===== src/rtl/keypad_scanner.sv =====
// 4x4 matrix keypad scanner: column scan, per-scan classification, debounce FSM,
// one-cycle key strobe and a 4-digit BCD shift-in entry register.
module keypad_scanner #(
    parameter int SCAN_DIV       = 100000,
    parameter int DEBOUNCE_SCANS = 4
) (
    input  logic       clk,
    input  logic       reset,
    input  logic [3:0] row_n,
    output logic [3:0] col_n,
    output logic [3:0] key_code,
    output logic       key_valid,
    output logic       key_held,
    output logic [3:0] digit_0,
    output logic [3:0] digit_1,
    output logic [3:0] digit_2,
    output logic [3:0] digit_3
);

    localparam int DIV_W = (SCAN_DIV > 1) ? $clog2(SCAN_DIV) : 1;
    localparam int CNT_W = $clog2(DEBOUNCE_SCANS + 1);

    // Indexed by {row, col}.
    localparam logic [3:0] KEY_MAP [16] = '{
        4'h1, 4'h2, 4'h3, 4'hA,
        4'h4, 4'h5, 4'h6, 4'hB,
        4'h7, 4'h8, 4'h9, 4'hC,
        4'hE, 4'h0, 4'hF, 4'hD
    };

    typedef enum logic [1:0] {IDLE, PRESS_PEND, HELD, REL_PEND} state_t;

    state_t             state, state_next;
    logic [CNT_W-1:0]   cnt, cnt_next;
    logic [3:0]         cand, cand_next;
    logic               accept, go_idle;

    logic [3:0]         row_s1, row_s2;
    logic [DIV_W-1:0]   div;
    logic [1:0]         col;
    logic [1:0]         acc_n;
    logic [3:0]         acc_code;

    logic               tick, scan_done;
    logic [3:0]         hits;
    logic [2:0]         col_hits, sum;
    logic [1:0]         first_row, merged_n;
    logic [3:0]         merged_code;
    logic               res_none, res_one;

    assign col_n     = ~(4'b0001 << col);
    assign tick      = (div == DIV_W'(SCAN_DIV - 1));
    assign scan_done = tick && (col == 2'd3);

    // Merge this column's pressed rows into the running per-scan tally (saturates at 2 = MULTI).
    assign hits     = ~row_s2;
    assign col_hits = 3'($countones(hits));
    assign sum      = {1'b0, acc_n} + col_hits;
    assign merged_n = (sum >= 3'd2) ? 2'd2 : sum[1:0];

    always_comb begin
        first_row = 2'd0;
        for (int i = 3; i >= 0; i--) begin
            if (hits[i]) first_row = 2'(i);
        end
    end

    assign merged_code = (acc_n == 2'd0) ? KEY_MAP[{first_row, col}] : acc_code;
    assign res_none    = (merged_n == 2'd0);
    assign res_one     = (merged_n == 2'd1);

    always_ff @(posedge clk) begin
        if (reset) begin
            row_s1   <= 4'hF;
            row_s2   <= 4'hF;
            div      <= '0;
            col      <= 2'd0;
            acc_n    <= 2'd0;
            acc_code <= 4'h0;
        end else begin
            row_s1 <= row_n;
            row_s2 <= row_s1;
            if (tick) begin
                div <= '0;
                col <= (col == 2'd3) ? 2'd0 : col + 2'd1;
                if (col == 2'd3) begin
                    acc_n    <= 2'd0;
                    acc_code <= 4'h0;
                end else begin
                    acc_n    <= merged_n;
                    acc_code <= merged_code;
                end
            end else begin
                div <= div + DIV_W'(1);
            end
        end
    end

    always_comb begin
        state_next = state;
        cnt_next   = cnt;
        cand_next  = cand;
        accept     = 1'b0;
        go_idle    = 1'b0;
        if (scan_done) begin
            case (state)
                IDLE: begin
                    if (res_one) begin
                        cand_next = merged_code;
                        cnt_next  = CNT_W'(1);
                        if (DEBOUNCE_SCANS == 1) begin
                            accept     = 1'b1;
                            cnt_next   = '0;
                            state_next = HELD;
                        end else begin
                            state_next = PRESS_PEND;
                        end
                    end
                end
                PRESS_PEND: begin
                    if (res_one && merged_code == cand) begin
                        cnt_next = cnt + CNT_W'(1);
                        if (cnt + CNT_W'(1) == CNT_W'(DEBOUNCE_SCANS)) begin
                            accept     = 1'b1;
                            cnt_next   = '0;
                            state_next = HELD;
                        end
                    end else begin
                        cnt_next   = '0;
                        state_next = IDLE;
                    end
                end
                HELD: begin
                    if (res_none) begin
                        if (DEBOUNCE_SCANS == 1) begin
                            go_idle    = 1'b1;
                            cnt_next   = '0;
                            state_next = IDLE;
                        end else begin
                            cnt_next   = CNT_W'(1);
                            state_next = REL_PEND;
                        end
                    end
                end
                REL_PEND: begin
                    if (res_none) begin
                        cnt_next = cnt + CNT_W'(1);
                        if (cnt + CNT_W'(1) == CNT_W'(DEBOUNCE_SCANS)) begin
                            go_idle    = 1'b1;
                            cnt_next   = '0;
                            state_next = IDLE;
                        end
                    end else begin
                        cnt_next   = '0;
                        state_next = HELD;
                    end
                end
                default: state_next = IDLE;
            endcase
        end
    end

    always_ff @(posedge clk) begin
        if (reset) begin
            state     <= IDLE;
            cnt       <= '0;
            cand      <= 4'h0;
            key_code  <= 4'h0;
            key_valid <= 1'b0;
            key_held  <= 1'b0;
            digit_0   <= 4'h0;
            digit_1   <= 4'h0;
            digit_2   <= 4'h0;
            digit_3   <= 4'h0;
        end else begin
            state     <= state_next;
            cnt       <= cnt_next;
            cand      <= cand_next;
            key_valid <= accept;
            if (accept) begin
                key_code <= cand_next;
                key_held <= 1'b1;
                if (cand_next <= 4'd9) begin
                    digit_3 <= digit_2;
                    digit_2 <= digit_1;
                    digit_1 <= digit_0;
                    digit_0 <= cand_next;
                end else if (cand_next == 4'hC) begin
                    digit_3 <= 4'h0;
                    digit_2 <= 4'h0;
                    digit_1 <= 4'h0;
                    digit_0 <= 4'h0;
                end
            end
            if (go_idle) key_held <= 1'b0;
        end
    end

endmodule


===== config.mk =====
export PLATFORM = sky130hd
export DESIGN_NAME = keypad_scanner
export DESIGN_NICKNAME = d
export VERILOG_FILES = /design/src/rtl/keypad_scanner.sv
export SDC_FILE = /design/constraint.sdc
export NUM_CORES = 1
export LEC_CHECK = 0
export BUFFER_PORTS_ARGS = -buffer_cell sky130_fd_sc_hd__buf_2
export CAP_MARGIN = 10
export CELL_PAD_IN_SITES_DETAIL_PLACEMENT = 0
export CELL_PAD_IN_SITES_GLOBAL_PLACEMENT = 1
export CORE_UTILIZATION = 30
export DETAILED_ROUTE_END_ITERATION = 7
export HOLD_SLACK_MARGIN = 0.15
export PLACE_DENSITY_LB_ADDON = 0.1
export SYNTH_ARGS = -nofsm -noshare
export SYNTH_HDL_FRONTEND = slang
export SYNTH_SLANG_ARGS = --single-unit

===== constraint.sdc =====
create_clock -name clk -period 9.8 [get_ports clk]
set_clock_uncertainty 0.15 [all_clocks]
set_input_delay 1.47 -clock clk [delete_from_list [all_inputs] [get_ports clk]]
set_output_delay 1.47 -clock clk [all_outputs]
set_load 0.03 [all_outputs]

After elaboration in Yosys (flattened, before gate mapping)
Memories as Yosys holds them, arrays and structs flattened. Index checks and enable logic that the tools add are counted.

Logic and storage cells: 94. Input port bits: 6. Memory bits (read-only): 64. Output and inout port bits: 26. Bits in latches: 0. RAM bits: 0. Register bits: 64. Memories: 1.

Equality and inequality tests: 13. Order comparisons: 3. Add/sub/neg operators: 7. Shifts and indexed selects: 1. Reduce and logical (&&, ||, !) cells: 11. Multiplexer cells: 39. $mul: 0. Div/mod/pow operators: 0. Bitwise operators: 3.

Memories: (no name shown) (words 16, width 4, rd ports 1, clocked after Yosys merged registers in 0, wr ports 0, RTL line 68) `assign merged_code = (acc_n == 2'd0) ? KEY_MAP[{first_row, col}] : acc_code;`.

Operator list (count): $mux W4 (12); $mux W2 (13); $add A17 B1 Y17 const B (1); $eq A17 B17 Y1 const B (1); $mux W3 (5); $pmux W3 S4 (1); $not A4 Y4 (2); $pmux W2 S4 (1); $mux W1 (7); $eq A2 B2 Y1 const B (3); $logic_not A2 Y1 (3); $ne A3 B3 Y1 const B (2); $ge A5 B5 Y1 const B (1); $not A4 Y5 (1); $reduce_and A5 Y1 (1); $add A1 B1 Y2 (2); $eq A2 B1 Y1 const B (2); $eq A4 B4 Y1 (1); $eq A4 B4 Y1 const B (1); $le A4 B4 Y1 const B (1); $ne A2 B2 Y1 const B (2); $reduce_or A2 Y1 (2); $shl A1 B2 Y4 const A (1); $add A2 B2 Y3 (1); 9 further kinds (10).

Depth between registers and ports, before layout
Word-level depth: 16. Gate-level depth with buffers: 13. Depth with buffers taken out: 12.

Least setup slack after synthesis
Ideal clock, no wire load.

Path type: flip-flop to flip-flop. Start point: reg acc_n[0]. End point: reg digit_2[2]. Stages on the path, launching flop included: 14. Slack: 6101 ps. Buffers on the path: 1. Data required time: 9575 ps. Arrival: 3474 ps. Clock period less this slack: 3699 ps. Setup time: 75 ps. Cell sequence: dfxtp_1 inv_1 fa_1 inv_1 fa_1 fa_1 nor4b_4 nand3b_2 nor3_4 mux2_2 nor2_1 o211ai_1 buf_2 o22ai_1.

Word-level cells in the longest chain between the ends: 10. Elaborated cells between the ends (all ways): 19. Classes of those cells: add/sub (1); order compare (2); eq/ne (3); mux (9); reduce/logical (4).

RTL lines: start, declared (RTL line 41) `logic [1:0] acc_n;`; start signal, assigned (RTL line 90) `acc_n <= merged_n;`; $add A2 B3 Y3 (RTL line 58) `assign sum = {1'b0, acc_n} + col_hits;`; $ge A3 B2 Y1 (RTL line 59) `assign merged_n = (sum >= 3'd2) ? 2'd2 : sum[1:0];`; $mux W2 (RTL line 59); $eq A2 B1 Y1 (RTL line 70) `assign res_one = (merged_n == 2'd1);`; $mux W4 (RTL line 108) `if (res_one) begin`; $mux W4 (RTL line 106) `case (state)`; $mux W4 (RTL line 105) `if (scan_done) begin`; $le A4 B4 Y1 / $eq A4 B4 Y1 (equally long branches) (RTL line 183, 188); $reduce_bool A2 Y1 (no source line); $reduce_and A2 Y1 (no source line); end signal, assigned (RTL line 185) `digit_2 <= digit_1;`; end, declared (RTL line 16) `output logic [3:0] digit_2,`.

Parallel ways exist; a longest one is shown, timed or not. A chain may end at the register's enable or synchronous reset.

Final worst setup path
Start point: reg acc_n[0]. End point: reg digit_3[1].

Word-level cells in the longest chain between the ends: 10. Elaborated cells between the ends (all ways): 19. Classes of those cells: add/sub (1); order compare (2); eq/ne (3); mux (9); reduce/logical (4).

RTL lines: $add A2 B3 Y3 (RTL line 58); $ge A3 B2 Y1 (RTL line 59); $mux W2 (RTL line 59); $eq A2 B1 Y1 (RTL line 70); $mux W4 (RTL line 108); $mux W4 (RTL line 106); $mux W4 (RTL line 105); $le A4 B4 Y1 / $eq A4 B4 Y1 (equally long branches) (RTL line 183, 188); $reduce_bool A2 Y1 (no source line); $reduce_and A2 Y1 (no source line); end signal, assigned (RTL line 184) `digit_3 <= digit_2;`; end, declared (RTL line 17) `output logic [3:0] digit_3`.

Parallel ways exist; a longest one is shown, timed or not.

==> results.md <==
- Slew Limit Fails: 0
- RSZ-0062 raised after global routing: false
- Net count after synthesis: 366
- Multiplexer area fraction after synthesis: 1.37%
- DR WL/cell: 13.8 µm
- Final period utilization: 45.0%
- Max Cap Viol: 0
- Hpwl dp: 4900 µm
- Worst skew pair latency: 340 ps
- # port buffers: 31
- Hold_buf cts: 0
- Starting Density: 31.3%
- Final setup viols: 0
- Ranking of synthesized cells by area: dfxtp_1, nor2_1, ha_1
- Layout Area Growth over Synthesis: 14.8%
- Vias in the first global route: 2316
- First-pass GRT wire length: 12100 µm
- Via count: 2468
- Fillers: 1078
- CTS Sinks: 64
- Arrival time at the worst endpoint: 4440 ps
- Most frequent cells in the layout: dfxtp_1, nor2_1, buf_2
- Simple-gate area share of the yosys netlist: 26.2%
- WHS: 260 ps
- GRT overflow: 0
- DR DRC count: 0
- Top_reg_cell synth: dfxtp_1
- Clock Tree Buf Depth: 2
- FP Rows: 36
- Xor and xnor area share after synthesis: 4.52%
- Nets: 395
- Share of cells above drive strength 1: 20.5%
- Root Driver: clkbuf_8
- Total power: 0.544 mW
- Design area: 3560 µm²
- Largest net degree at the start of global routing: 52
- Yosys cell types: 64
- Largest family of logic cells by synthesized area: simple AND/OR/NAND/NOR gates
- Drt pass-1 iters: 4
- Syn Inst Count: 347
- Compound-cell area share of the yosys netlist: 15.0%
- Die area: 10700 µm²
- R2R Setup Slk: 5390 ps
- Most common cell after layout, fill and taps aside: dfxtp_1
- Placeable Area: 9910 µm²
- Die X: 104 µm
- Final Hold Vio Count: 0
- Initial antenna violation count: 0
- Synthesized-area fraction occupied by adder cells: 5.97%
- Post-synth EDFFs: 0
- Critical path type: reg -> reg
- Setup Buffers After CTS: 0
- Required time of the worst setup path: 9830 ps
- Avg Inst Size Synth: 8.94 µm²
- CP endpoint kind: flip-flop
- Placer Congestion: 0.754
- Total GRT Usage: 14.0%
- First DRT Iteration DRCs: 106
- I/O pins: 32
- Final Critical Period: 4410 ps
- Syn. warnings: 0
- DR vias/cell: 4.80
- Routed WL: 7090 µm
- Synthesized flop and latch total: 64
- Leakage: 1.36 nW
- Ant diodes: 0
- Worst slew pin tran: 1150 ps
- Worst min path class: reg -> reg
- Post-synth top area share: 41.3%
- Crit start category: flip-flop
- Sequential-to-total area share from yosys stat: 41.3%
- Synth Cell Area: 3100 µm²
- Slew headroom: 22.9%
- FMAX: 0.227 GHz
- Die H: 104 µm
- Post-CTS sizing: 0
- Depth of the CTS H-tree: 3
- Antenna viol nets, final: 0
- TritonCTS Buffers: 9
- VDD IR-drop max: 0.0874 mV
- Status: complete, no violations
- CTS tree: built
- Post-Route Setup TNS: 0 ps
- Crit path max fanout: 13
- CTS clk-pin slew, worst paths: 80 ps
- PwrDens: 153 nW/µm²
- DP Area: 3340 µm²
- Fraction of registers with async set/reset: 0%
- Post-synth top area cell: dfxtp_1
kinds of logic after synthesis:
kind of cell               Yosys count
adders and majority gates           13
AOI/OAI and AO/OA                   65
muxes                                4
DFF                                 64
xor gates and xnor gates            16
buffers and inverters               38
and+or+nand+nor                    147
per-stage QoR:
step / setup WS [ps] / instances / util (%)
finish: 5390 / 514 / 35.9
CTS: 5340 / 514 / 35.9
global placement: 5470 / 498 / 33.7
detailed placement: 5350 / 498 / 33.7
global route: 4960 / 514 / 35.9
floorplan: 6100 / 347 / -
worst paths after layout:
kind / from / end / cells past startpoint
setup / recovery: acc_n[0]$_SDFFE_PP0P_ / digit_3[1]$_SDFFE_PP0P_ / 11
hold / removal: row_s1[1]$_SDFF_PP1_ / row_s2[1]$_SDFF_PP1_ / 1
setup reg to reg: acc_n[0]$_SDFFE_PP0P_ / digit_3[1]$_SDFFE_PP0P_ / 11
hold reg to reg: row_s1[1]$_SDFF_PP1_ / row_s2[1]$_SDFF_PP1_ / 1
state kept, by name, summed over array words and instances (netlist names), 3 cells and up:
register and count:
div 17, acc_code 4, cand 4, digit_0 4
digit_1 4, digit_2 4, digit_3 4, key_code 4
row_s1 4, row_s2 4, cnt 3
worst max-delay path, cell delays in order, from the launching register on:
cell and delay (ps):
dfxtp_1 400, inv_1 80, fa_1 500, inv_1 50, fa_1 370, fa_1 520, nor4b_4 340, nand3b_2 150
nor3_4 260, mux2i_1 240, o211ai_1 980, o32ai_1 220
Yosys cell counts (all sizes together), types with 5 or more instances:
cell,instances
a21oi,16
buf,5
clkbuf,8
dfxtp,64
ha,10
inv,25
nand2,27
nand2b,15
nand3,15
nand4,10
nor2,34
nor3,7
o21ai,14
o22ai,8
o32ai,5
or2,14
xnor2,8
xor2,8
layout make-up:
class / instances / area (µm²) / area share, %
Timing Repair Buffer: 31 / 155 / 4.36
Tap cell: 133 / 166 / 4.67
Inverter: 25 / 93.8 / 2.64
Clock buffer: 9 / 124 / 3.48
Clock inverter: 7 / 95.1 / 2.67
Multi-Input combinational cell: 245 / 1640 / 46.2
Sequential cell: 64 / 1280 / 36.0
layer usage:
metal,track usage [%],routed length [µm],up-vias
met5,0,0,-
met3,2.71,229,8
met2,19.9,3010,45
met1,20.4,3760,1143
li1,-,-,1272
met4,6.12,92,0
power by group:
group	internal, mW	switching (mW)
clock	0.144	0.113
sequential	0.262	0.00275
combinational	0.00965	0.0128
total	0.416	0.128
No activity file was read; power rests on OpenSTA's default activity.
